**src/rtl/serial_word_pkg.sv**
```systemverilog
// Shared types and defaults for the serial word transmitter.
package serial_word_pkg;

  typedef enum logic [1:0] {
    IDLE  = 2'd0,
    SHIFT = 2'd1,
    GAP   = 2'd2
  } swt_state_e;

  localparam int SWT_WIDTH = 8;
  localparam int SWT_GAP   = 1;

endpackage

```
**src/rtl/piso_shift_reg.sv**
```systemverilog
// Parallel-in serial-out register with captured bit-order select.
// nxt_bit is the bit that will sit at the output end after this edge,
// so the parent can register it straight into its ser_d flop.
module piso_shift_reg
  import serial_word_pkg::*;
#(
  parameter int WIDTH = SWT_WIDTH
) (
  input  logic             clk,
  input  logic             rst_n,
  input  logic             load,
  input  logic             shift,
  input  logic [WIDTH-1:0] data,
  input  logic             msb_first,
  output logic             nxt_bit
);

  logic [WIDTH-1:0] sr, sr_nxt;
  logic             ord, ord_nxt;

  // next register contents: load wins, otherwise shift toward the output end
  always_comb begin
    sr_nxt  = sr;
    ord_nxt = ord;
    if (load) begin
      sr_nxt  = data;
      ord_nxt = msb_first;
    end else if (shift) begin
      sr_nxt = ord ? {sr[WIDTH-2:0], 1'b0} : {1'b0, sr[WIDTH-1:1]};
    end
    nxt_bit = ord_nxt ? sr_nxt[WIDTH-1] : sr_nxt[0];
  end

  // shift register and order flag
  always_ff @(posedge clk or negedge rst_n) begin
    if (!rst_n) begin
      sr  <= '0;
      ord <= 1'b0;
    end else begin
      sr  <= sr_nxt;
      ord <= ord_nxt;
    end
  end

endmodule

```
**src/rtl/serial_word_tx.sv**
```systemverilog
// Word-to-serial transmitter: accepts a word in IDLE, emits WIDTH bits
// with ser_en high, pulses done on the last bit, then idles GAP_CYCLES.
module serial_word_tx
  import serial_word_pkg::*;
#(
  parameter int WIDTH      = SWT_WIDTH,
  parameter int GAP_CYCLES = SWT_GAP
) (
  input  logic             clk,
  input  logic             rst_n,
  input  logic             in_valid,
  input  logic [WIDTH-1:0] in_data,
  input  logic             msb_first,
  output logic             in_ready,
  output logic             ser_en,
  output logic             ser_d,
  output logic             busy,
  output logic             done
);

  localparam int CW = $clog2(WIDTH);
  localparam int GW = (GAP_CYCLES > 0) ? $clog2(GAP_CYCLES + 1) : 1;
  localparam logic [CW-1:0] CNT_LAST = CW'(WIDTH - 1);
  localparam logic [CW-1:0] CNT_PEN  = CW'(WIDTH - 2);
  localparam logic [GW-1:0] GAP_LAST = GW'((GAP_CYCLES > 0) ? GAP_CYCLES - 1 : 0);

  swt_state_e      state, state_nxt;
  logic [CW-1:0]   cnt;
  logic [GW-1:0]   gcnt;
  logic            accept, bit_go, nxt_bit;

  assign accept = in_valid && (state == IDLE);
  // a bit goes out next cycle on acceptance and on every SHIFT edge but the last
  assign bit_go = accept || ((state == SHIFT) && (cnt != CNT_LAST));

  piso_shift_reg #(.WIDTH(WIDTH)) u_piso (
    .clk       (clk),
    .rst_n     (rst_n),
    .load      (accept),
    .shift     (state == SHIFT),
    .data      (in_data),
    .msb_first (msb_first),
    .nxt_bit   (nxt_bit)
  );

  // state register
  always_ff @(posedge clk or negedge rst_n) begin
    if (!rst_n) state <= IDLE;
    else        state <= state_nxt;
  end

  // next-state logic
  always_comb begin
    state_nxt = state;
    case (state)
      IDLE:    if (in_valid) state_nxt = SHIFT;
      SHIFT:   if (cnt == CNT_LAST) state_nxt = (GAP_CYCLES > 0) ? GAP : IDLE;
      GAP:     if (gcnt == GAP_LAST) state_nxt = IDLE;
      default: state_nxt = IDLE;
    endcase
  end

  // state-decoded handshake outputs
  always_comb begin
    in_ready = (state == IDLE);
    busy     = (state != IDLE);
  end

  // bit counter: index of the bit currently on ser_d
  always_ff @(posedge clk or negedge rst_n) begin
    if (!rst_n)               cnt <= '0;
    else if (accept)          cnt <= '0;
    else if (state == SHIFT)  cnt <= (cnt == CNT_LAST) ? '0 : cnt + CW'(1);
  end

  // gap counter: cycles spent in GAP so far
  always_ff @(posedge clk or negedge rst_n) begin
    if (!rst_n)             gcnt <= '0;
    else if (state == GAP)  gcnt <= (gcnt == GAP_LAST) ? '0 : gcnt + GW'(1);
    else                    gcnt <= '0;
  end

  // registered serial outputs; ser_d forced low whenever ser_en is low
  always_ff @(posedge clk or negedge rst_n) begin
    if (!rst_n) begin
      ser_en <= 1'b0;
      ser_d  <= 1'b0;
      done   <= 1'b0;
    end else begin
      ser_en <= bit_go;
      ser_d  <= bit_go & nxt_bit;
      done   <= (state == SHIFT) && (cnt == CNT_PEN);
    end
  end

endmodule

```
**config.mk**
```make
export PLATFORM = sky130hd
export DESIGN_NAME = serial_word_tx
export DESIGN_NICKNAME = d
export VERILOG_FILES = /design/src/rtl/serial_word_pkg.sv /design/src/rtl/piso_shift_reg.sv /design/src/rtl/serial_word_tx.sv
export SDC_FILE = /design/constraint.sdc
export NUM_CORES = 1
export LEC_CHECK = 0
export ABC_CLOCK_PERIOD_IN_PS = 1200
export BUFFER_PORTS_ARGS = -buffer_cell sky130_fd_sc_hd__buf_4
export CAP_MARGIN = 10
export CELL_PAD_IN_SITES_DETAIL_PLACEMENT = 1
export CELL_PAD_IN_SITES_GLOBAL_PLACEMENT = 1
export CORE_AREA = 5 5 55 57
export DETAILED_ROUTE_END_ITERATION = 12
export DIE_AREA = 0 0 60 62
export PLACE_DENSITY_LB_ADDON = 0.1
export SLEW_MARGIN = 15
export SYNTH_ARGS = -nofsm -noshare
export SYNTH_HDL_FRONTEND = slang
export SYNTH_SLANG_ARGS = --single-unit
```
**constraint.sdc**
```tcl
create_clock -name clk -period 1.2 [get_ports clk]
set_input_delay 0.24 -clock clk [delete_from_list [all_inputs] [get_ports clk]]
set_output_delay 0.24 -clock clk [all_outputs]
set_load 0.01 [all_outputs]
```
; ---- Yosys cells after proc, flatten, opt, wreduce, memory -nomap -nowiden
; Cells that the tools add are included.
[word_totals]
inputBits = 12
output_inout_bits = 5
register_bits = 18
wordCells = 42
[op_classes]
n_eq_ne = 8
mux = 14
reduce_logical = 8
addsub = 2
n_bitwise = 1
[ops]
columns = op, count
row1 = 2-to-1 mux 8 bit, 3
row2 = 2-to-1 mux 3 bit, 3
row3 = equality test 3 bit (second input constant), 2
row4 = 2-to-1 mux 2 bit, 3
row5 = != test 2 bit (second input constant), 3
row6 = one-hot mux 2 bit (3 select lines), 1
row7 = 2-to-1 mux 1 bit, 4
row8 = nonzero test 2 bit, 2
row9 = adder 3 x 1 -> 3 bit (second input constant), 1
row10 = logical AND 1 bit, 3
row11 = != test 3 bit (second input constant), 1
row12 = AND reduction 3 bit, 1
row13 = equality test 2 x 1 -> 1 bit (second input constant), 1
row14 = equality test 2 bit (second input constant), 1
row15 = logical NOT 2 bit, 1
row16 = adder 1 bit (second input constant), 1
row17 = AND 1 bit, 1
row18 = logical OR 1 bit, 1

; ---- Logic depth before layout (Yosys ltp)
; Gate-level depths: netlist of run 1.
[logic_depth]
ltp_word = 5
mapped_depth = 5
mapped_depth_nobuf = 4

; ---- Modules after synthesis
; Synthesis of run 1 repeated with hierarchy kept, for this count alone.
[unflattened]
hier_cells = 79
area_unflattened_um2 = 879.6
[by_module_without_submodules]
columns = mod, cells_per_inst, instances, seq_area_each_um2, area_per_inst_um2
row1 = piso_shift_reg, 50, 1, 225.2, 519.2
row2 = serial_word_tx, 29, 1, 200.2, 360.3

; ---- Least setup slack after synthesis of run 1
; No wires, ideal clock.
[synth_timing]
kind = register to register
from = register state[0]
to = register ser_d
arrival_ns = 1.153
path_slack_ns = -0.030
setup_ns = 0.078
period_less_slack_ns = 1.230
required_ns = 1.122
path_buffers = 0
stages_incl_launch_ff = 5
path_cell_list = dfrtp_1 nor3b_2 nand3_1 a221o_1 a21boi_1
[synth_between]
elab_chain_cells = 5
elab_cells_between_ends = 10
cone_classes = 1 x eq/ne / 4 x mux / 1 x bitwise / 4 x reduce/logical
[synth_rtl]
columns = element, line_no
row1 = from (decl), serial_word_tx.sv:27  ; swt_state_e state, state_nxt;
row2 = from (signal assigned), serial_word_tx.sv:49  ; else state <= state_nxt;
row3 = equality test 2 x 1 -> 1 bit / logical NOT 2 bit (equally long branches), "serial_word_tx.sv:34, serial_word_tx.sv:40, serial_word_tx.sv:32"
row4 = 2-to-1 mux 8 bit / logical AND 1 bit (equally long branches), "piso_shift_reg.sv:28, serial_word_tx.sv:32"
row5 = 2-to-1 mux 8 bit / 2-to-1 mux 1 bit (equally long branches), piso_shift_reg.sv:25  ; if (load) begin
row6 = 2-to-1 mux 1 bit, piso_shift_reg.sv:31  ; nxt_bit = ord_nxt ? sr_nxt[WIDTH-1] : sr_nxt[0];
row7 = AND 1 bit *, serial_word_tx.sv:91  ; ser_d <= bit_go & nxt_bit;
row8 = to (signal assigned), serial_word_tx.sv:91
row9 = to (decl), serial_word_tx.sv:16  ; output logic ser_d,
; Every way passes the cells marked *; elsewhere a longest branch is shown, timed or not. The select of a mux whose other input is x is not followed.
; A chain may end at the register's enable or synchronous reset.

; ---- Worst setup path after layout of run 1
[layout_timing]
from = register state[1]
to = register ser_d
; Same word-level chain as after synthesis.

==> impl_results.md, run 1 <==
* Status: complete, but fails checks
* Failing checks: setup timing
* Mean post-synth cell area at 10.0 um2
* Max VDD drop at 1.03 mV
* Hold depth at 3
* FF-to-FF End: ser_d
* Nets at 138
* Unique masters post-synth at 28
* Int Power at 1.81 mW
* Worst Hold Launch: msb_first
* Most common cell in the netlist: dfrtp_1
* Clock transition at path regs at 120 ps
* #FFs+latches synth at 17
* Register share of total power at 0.338
* Avg Vias per Cell at 5.25
* Synth area leaders: dfrtp_1 50%, mux2_1 6.6%, a22oi_1 6.2%, nand2_1 5.7%, o21ai_1 4.7%
* Asr flop ratio synth at 1.00
* CP dominant cell by count: buf_6
* CP max FO at 3
* Number of antenna-violating nets in the routed design at 0
* Clk pwr share at 0.115
* Top FF cell, synth: dfrtp_1
* Input/output buffers at 16
* Sw power at 1.15 mW
* Critical path's slowest cell: dfrtp_2
* GRT Util Overall at 0.163
* RSZ-0062 raised after global routing: true
* Drt first pass iters at 4
* Most frequent cells after synthesis: 17 x dfrtp_1, 13 x nand2_1, 8 x o21ai_1
* Layout cells sized above 1 at 0.459
* Leakage power at 0.605 nW
* CP required at 1400 ps
* Worst path buffer plus inverter count at 3
* Sinks on Clock Net at 17
* R2R cell count at 6
* Antenna cell count at 0
* Worst EP arrival at 1630 ps
* Deepest clock path buffer count at 2
* Non-Filler Instances at 152
* Hold Crit Class: primary input to flop
* Sequential area share after synthesis at 0.499
* I/O Pins at 17
* Via count at 798
* DP Wirelength at 1620 um
* Post-Place Cells at 138
* Switching share of power at 0.388
* P per Cell Area at 2300 mW/mm2
* Antenna violations before repair at 0
* Die X at 60 um
* CTS tree: done
* Worst slew pin tran at 236 ps
* Max Slew Vio Count at 0
* Setup-failing EPs final at 13
* Drt drc at 0
* Worst Skew at 4.49 ps
* Largest net degree at the start of global routing at 18
* Gpl congestion at 0.733
* Die height at 62 um
* TritonCTS Buffers at 3
* H-tree Lvls at 1
* Startpoint types: flop
* Clock latency on the worst-skew pair at 310 ps
* Drt total wl at 2720 um
* EDFF count, synth at 0
* Cells after synthesis at 85
* Combinational power share at 0.547
* Slew headroom at 0.842
* PnR worst setup slack at -223 ps
* Remaining Overflow, GRT at 0
* CP top delay family: flip-flops
* CP Class: flop to flop
* WL/cell at 17.9 um
* Total chip power at 2.95 mW
* Die Footprint at 0.00372 mm2
* Reg2reg setup slack at -220 ps
* Post-Syn Nets at 100
* DRT iter0 DRCs at 27
* Synth warn at 0
* Max-cap violation count at 0
* Vias in the first global route at 904
* Rows at 18
* Crit-path cells: buf_6 > buf_4 > nand2b_4 > buf_6 > o211ai_1 > a21boi_1
* Synth top area share at 0.499
* Filler instances at 282
* WHS Endpoint: u_piso.ord
* Post-synth top area cell: dfrtp_1
* Final Hold Viols at 0
* Final min period at 1420 ps
* Cell area after synthesis at 853 um2
* Core area at 0.00243 mm2
* Starting Density at 0.351
* Final worst-path cycle share at 1.19
* R2R Path Start: state[1]
* First-pass GRT wire length at 4350 um
* Final Util at 0.529
* Largest stage delay on the critical path at 460 ps
* Fmax at 703 MHz
* Syn-to-layout area delta at 50.7%
* Critical path launch point: state[1]
* CTS root buf: clkbuf_4
* Crit. End Element: flop
power by group through the flow:
stage	registers, mW	logic [mW]	clock network [mW]
2_1_floorplan	0.936	0.685	0
3_3_place_gp	0.994	1.09	0
3_5_place_dp	1.00	1.14	0
4_1_cts	0.978	1.45	0.336
5_1_grt	1.02	1.78	0.370
6_report	0.998	1.61	0.341
tightest hold or removal path, delay by kind of cell:
family	cells	cell delay, ps
buffers and inverters	1	90
and+or+nand+nor	2	110
layer usage:
metal,track usage,share of wire,up-vias
met5,0,0,-
met4,0.0949,0.023,0
met3,0.0372,0.037,6
met2,0.270,0.49,20
met1,0.194,0.44,398
li1,-,-,374
flip-flops by register name, summed over array words and instances (netlist names):
register / flops
done: 1
ser_d: 1
cnt: 3
state: 2
u_piso.sr: 8
ser_en: 1
u_piso.ord: 1
final cells by class:
type / instances / area, um2 / share of cell area
clock buffer: 3 / 22.5 / 0.0175
clock inverter: 1 / 5.00 / 0.00389
inverter: 4 / 15.0 / 0.0117
multi-input combinational: 59 / 463 / 0.360
sequential: 17 / 429 / 0.334
tap: 30 / 37.5 / 0.0292
timing repair buffer: 38 / 314 / 0.244
stage by stage:
step	setup slack [ps]	cell area [um2]	setup TNS [ps]	hold WS, ps
after global placement	-102	1080	-703	123
after CTS	-190	1240	-584	148
after detailed placement	-142	1080	-1080	123
final	-223	1290	-779	161
after global routing	-259	1290	-1640	164
after floorplan	-2.67	853	-2.67	-55.6
cells by family (layout without fill, tap and decap cells):
group	Yosys count	count (layout)	share of synthesized area
mux	5	5	0.0660
simple gates	23	23	0.136
flops	17	17	0.499
fa+ha+maj	3	3	0.0440
compound gates	28	28	0.211
buf+inv	9	46	0.0440
how the worst max path moves through the flow:
| stage | to | slack, ps | depth (start not counted) |
|---|---|---|---|
| floorplan | ser_d | -3 | 4 |
| global placement | ser_d | -100 | 4 |
| detailed placement | u_piso.sr[5] | -140 | 3 |
| CTS | ser_d | -190 | 5 |
| global route | ser_d | -260 | 6 |
| finish | ser_d | -220 | 6 |
placed cells by master, fill, tap and decap left out, types with 2 or more instances in the layout:
| cell type | count |
|---|---|
| dfrtp_2 | 3 |
| a21oi_1 | 3 |
| buf_4 | 30 |
| o21ai_1 | 8 |
| dfrtp_1 | 14 |
| a22oi_1 | 7 |
| inv_1 | 3 |
| mux2_1 | 5 |
| nor2b_4 | 2 |
| o21ai_0 | 2 |
| buf_6 | 7 |
| nand2_1 | 13 |
| clkbuf_4 | 3 |
repair_timing:
action | CTS | global route
hold buffers | 1 | 0
endpoints found under the hold margin | 17 | 0
pin swaps | 2 | 1
resized for setup | 19 | 10
buffers inserted | 7 | 2
endpoints found under the setup margin | 15 | 19
(Power assumes the default switching activity.)
==> inputs of run 2 (changes only) <==
--- a/config.mk
+++ b/config.mk
@@ -11,9 +11,11 @@
 export CELL_PAD_IN_SITES_DETAIL_PLACEMENT = 1
 export CELL_PAD_IN_SITES_GLOBAL_PLACEMENT = 1
 export CORE_AREA = 5 5 55 57
+export CTS_CLUSTER_SIZE = 8
 export DETAILED_ROUTE_END_ITERATION = 12
 export DIE_AREA = 0 0 60 62
 export PLACE_DENSITY_LB_ADDON = 0.1
+export SKIP_LAST_GASP = 1
 export SLEW_MARGIN = 15
 export SYNTH_ARGS = -nofsm -noshare
 export SYNTH_HDL_FRONTEND = slang
==> run 2 against run 1 <==
The flow still finishes with violations (setup timing). Utilization is 0.10 points lower. Sequential power down 0.8%. First-iteration DRC count shrank 67%. Sequential share of layout area is 0.065 points higher. Setup slack worse by 39 ps. Global-route usage about the same. Die area stayed put. Clock power about the same. Register-to-register slack got worse by 40 ps. Largest cell class unchanged. Largest power group unchanged.
==> impl_results.md, run 2 (synthesis results as in run 1) <==
* Status: complete, but fails checks
* Failing checks: setup timing
* Worst EP arrival at 1700 ps (+70 ps)
* DP Wirelength at 1620 um (unchanged)
* Rows at 18 (unchanged)
* Sinks on Clock Net at 17 (unchanged)
* WL/cell at 17.4 um (-2.5%)
* Crit-path cells: buf_4 > nor3b_4 > nand3_1 > a221o_1 > a21boi_1
* PnR worst setup slack at -261 ps (-38.8 ps)
* Aggregate negative setup slack at -840 ps (-61.6 ps)
* FF-to-FF End: ser_d
* Hold depth at 3 (unchanged)
* Final min period at 1460 ps (+38.8 ps)
* First-pass GRT wire length at 4330 um (-0.32%)
* Input/output buffers at 16 (unchanged)
* Worst slew pin tran at 251 ps (+14.5 ps)
* Total chip power at 2.94 mW (-0.25%)
* Final worst-path cycle share at 1.22 (+0.0323)
* R2R Path Start: state[0]
* Syn-to-layout area delta at 50.4%
* Drt total wl at 2650 um (-2.5%)
* Biggest regs: u_piso.sr: 8 flops, cnt: 3 flops, state: 2 flops
* Via count at 799 (+0.13%)
* Avg Vias per Cell at 5.26 (+0.13%)
* H-tree Lvls at 1 (unchanged)
* Setup-failing EPs final at 14 (+1)
* Worst Skew at 0.928 ps (-3.57 ps)
* Largest Register: u_piso.sr
* Sw power at 1.13 mW (-1.2%)
* Core area at 0.00243 mm2 (unchanged)
* Setup WS pre-CTS at -142 ps (unchanged)
* Drt drc at 0 (unchanged)
* Slew headroom at 0.833 (-0.00967)
* Int Power at 1.81 mW (+0.35%)
* CTS root buf: clkbuf_4
* Leakage power at 0.607 nW (+0.36%)
* CP required at 1430 ps (+30 ps)
* Crit. End Element: flop
* R2R cell count at 5 (-1)
* Die Footprint at 0.00372 mm2 (unchanged)
* Starting Density at 0.351 (unchanged)
* Combinational power share at 0.549 (+0.002)
* Switching share of power at 0.385 (-0.00366)
* Gpl congestion at 0.733 (unchanged)
* Startpoint types: flop
* I/O Pins at 17 (unchanged)
* Reg2reg setup slack at -260 ps (-40 ps)
* Min Hold Slack at 159 ps (-1.67 ps)
* Remaining Overflow, GRT at 0 (unchanged)
* RSZ-0062 raised after global routing: true
* Largest stage delay on the critical path at 450 ps (about the same)
* Cell area after layout at 0.00128 mm2 (-0.19%)
* Final Util at 0.528 (-0.00103)
* TritonCTS Buffers at 3 (unchanged)
* Non-Filler Instances at 152 (unchanged)
* Critical path's slowest cell: dfrtp_2
* Clock transition at path regs at 110 ps (about the same)
* Post-place instance area at 0.00108 mm2 (unchanged)
* GRT Util Overall at 0.162 (-0.000434)
* Fmax at 684 MHz (-2.7%)
* Die X at 60 um (unchanged)
* CP max FO at 3 (unchanged)
* WHS Endpoint: u_piso.ord
* Drt first pass iters at 4 (unchanged)
* Number of antenna-violating nets in the routed design at 0 (unchanged)
* Layout cells sized above 1 at 0.459 (unchanged)
* Max-cap violation count at 0 (unchanged)
* Commonest non-fill, non-tap cell in the layout: buf_4
* CP Class: flop to flop
* Post-Place Cells at 138 (unchanged)
* Vias in the first global route at 902 (-0.22%)
* Max FFs per register at 8 (unchanged)
* Register share of total power at 0.336 (-0.002)
* Antenna cell count at 0 (unchanged)
* Max Slew Vio Count at 0 (unchanged)
* CTS tree: done
* Nets at 138 (unchanged)
* Deepest clock path buffer count at 2 (unchanged)
* Final Hold Viols at 0 (unchanged)
* Die height at 62 um (unchanged)
* Hold Crit Class: primary input to flop
* Filler instances at 280 (-0.71%)
* DRT iter0 DRCs at 9 (-67%)
* Largest net degree at the start of global routing at 18 (unchanged)
* Critical path launch point: state[0]
* Worst Hold Launch: msb_first
* Clk pwr share at 0.115 (about the same)
* P per Cell Area at 2290 mW/mm2 (about the same)
* Most frequent cells in the layout: 31 x buf_4, 14 x dfrtp_1, 13 x nand2_1
* Clock latency on the worst-skew pair at 310 ps (about the same)
* Max VDD drop at 1.02 mV (-0.67%)
* Antenna violations before repair at 0 (unchanged)
[run 2: power groups by stage]
stage                     logic (mW)  registers (mW)  clock network [mW]
after global routing            1.77            1.01               0.370
after floorplan                0.685           0.936                   0
after detailed placement        1.14            1.00                   0
after global placement          1.09           0.994                   0
after CTS                       1.44           0.977               0.336
final                           1.62           0.990               0.339
[run 2: worst max-delay path by stage]
| stage | slack, ps | depth (start not counted) | end |
|---|---|---|---|
| after floorplan | -3 | 4 | ser_d |
| after detailed placement | -140 | 3 | u_piso.sr[5] |
| after CTS | -200 | 5 | ser_d |
| after global routing | -300 | 5 | ser_d |
| final | -260 | 5 | ser_d |
| after global placement | -100 | 4 | ser_d |
[run 2: cell type report]
type,count,area (um2),area share
Clock buffer,3,22.5,0.0175
Sequential cell,17,429,0.334
Tap cell,30,37.5,0.0292
Multi-Input combinational cell,59,464,0.362
Timing Repair Buffer,38,310,0.242
Inverter,4,15.0,0.0117
Clock inverter,1,5.00,0.00390
[run 2: critical path: cells and delay by family, from the launching register on]
family	cells	cell delay [ps]
simple gates	2	320
compound gates	2	470
flops	1	450
buf+inv	1	160
[run 2: what timing repair did]
| action | CTS | global route |
|---|---|---|
| hold endpoints to repair | 17 | 0 |
| hold buffers | 1 | 0 |
| pin swaps | 2 | 2 |
| gates resized for setup | 17 | 11 |
| setup buffers | 7 | 2 |
| setup endpoints to repair | 15 | 19 |
[run 2: metal layers]
| layer | up-vias | GRT usage | routed length, um |
|---|---|---|---|
| met1 | 392 | 0.192 | 1200 |
| met3 | 9 | 0.0372 | 94 |
| met5 | - | 0 | 0 |
| met2 | 23 | 0.270 | 1260 |
| met4 | 0 | 0.0949 | 97 |
| li1 | 375 | - | - |
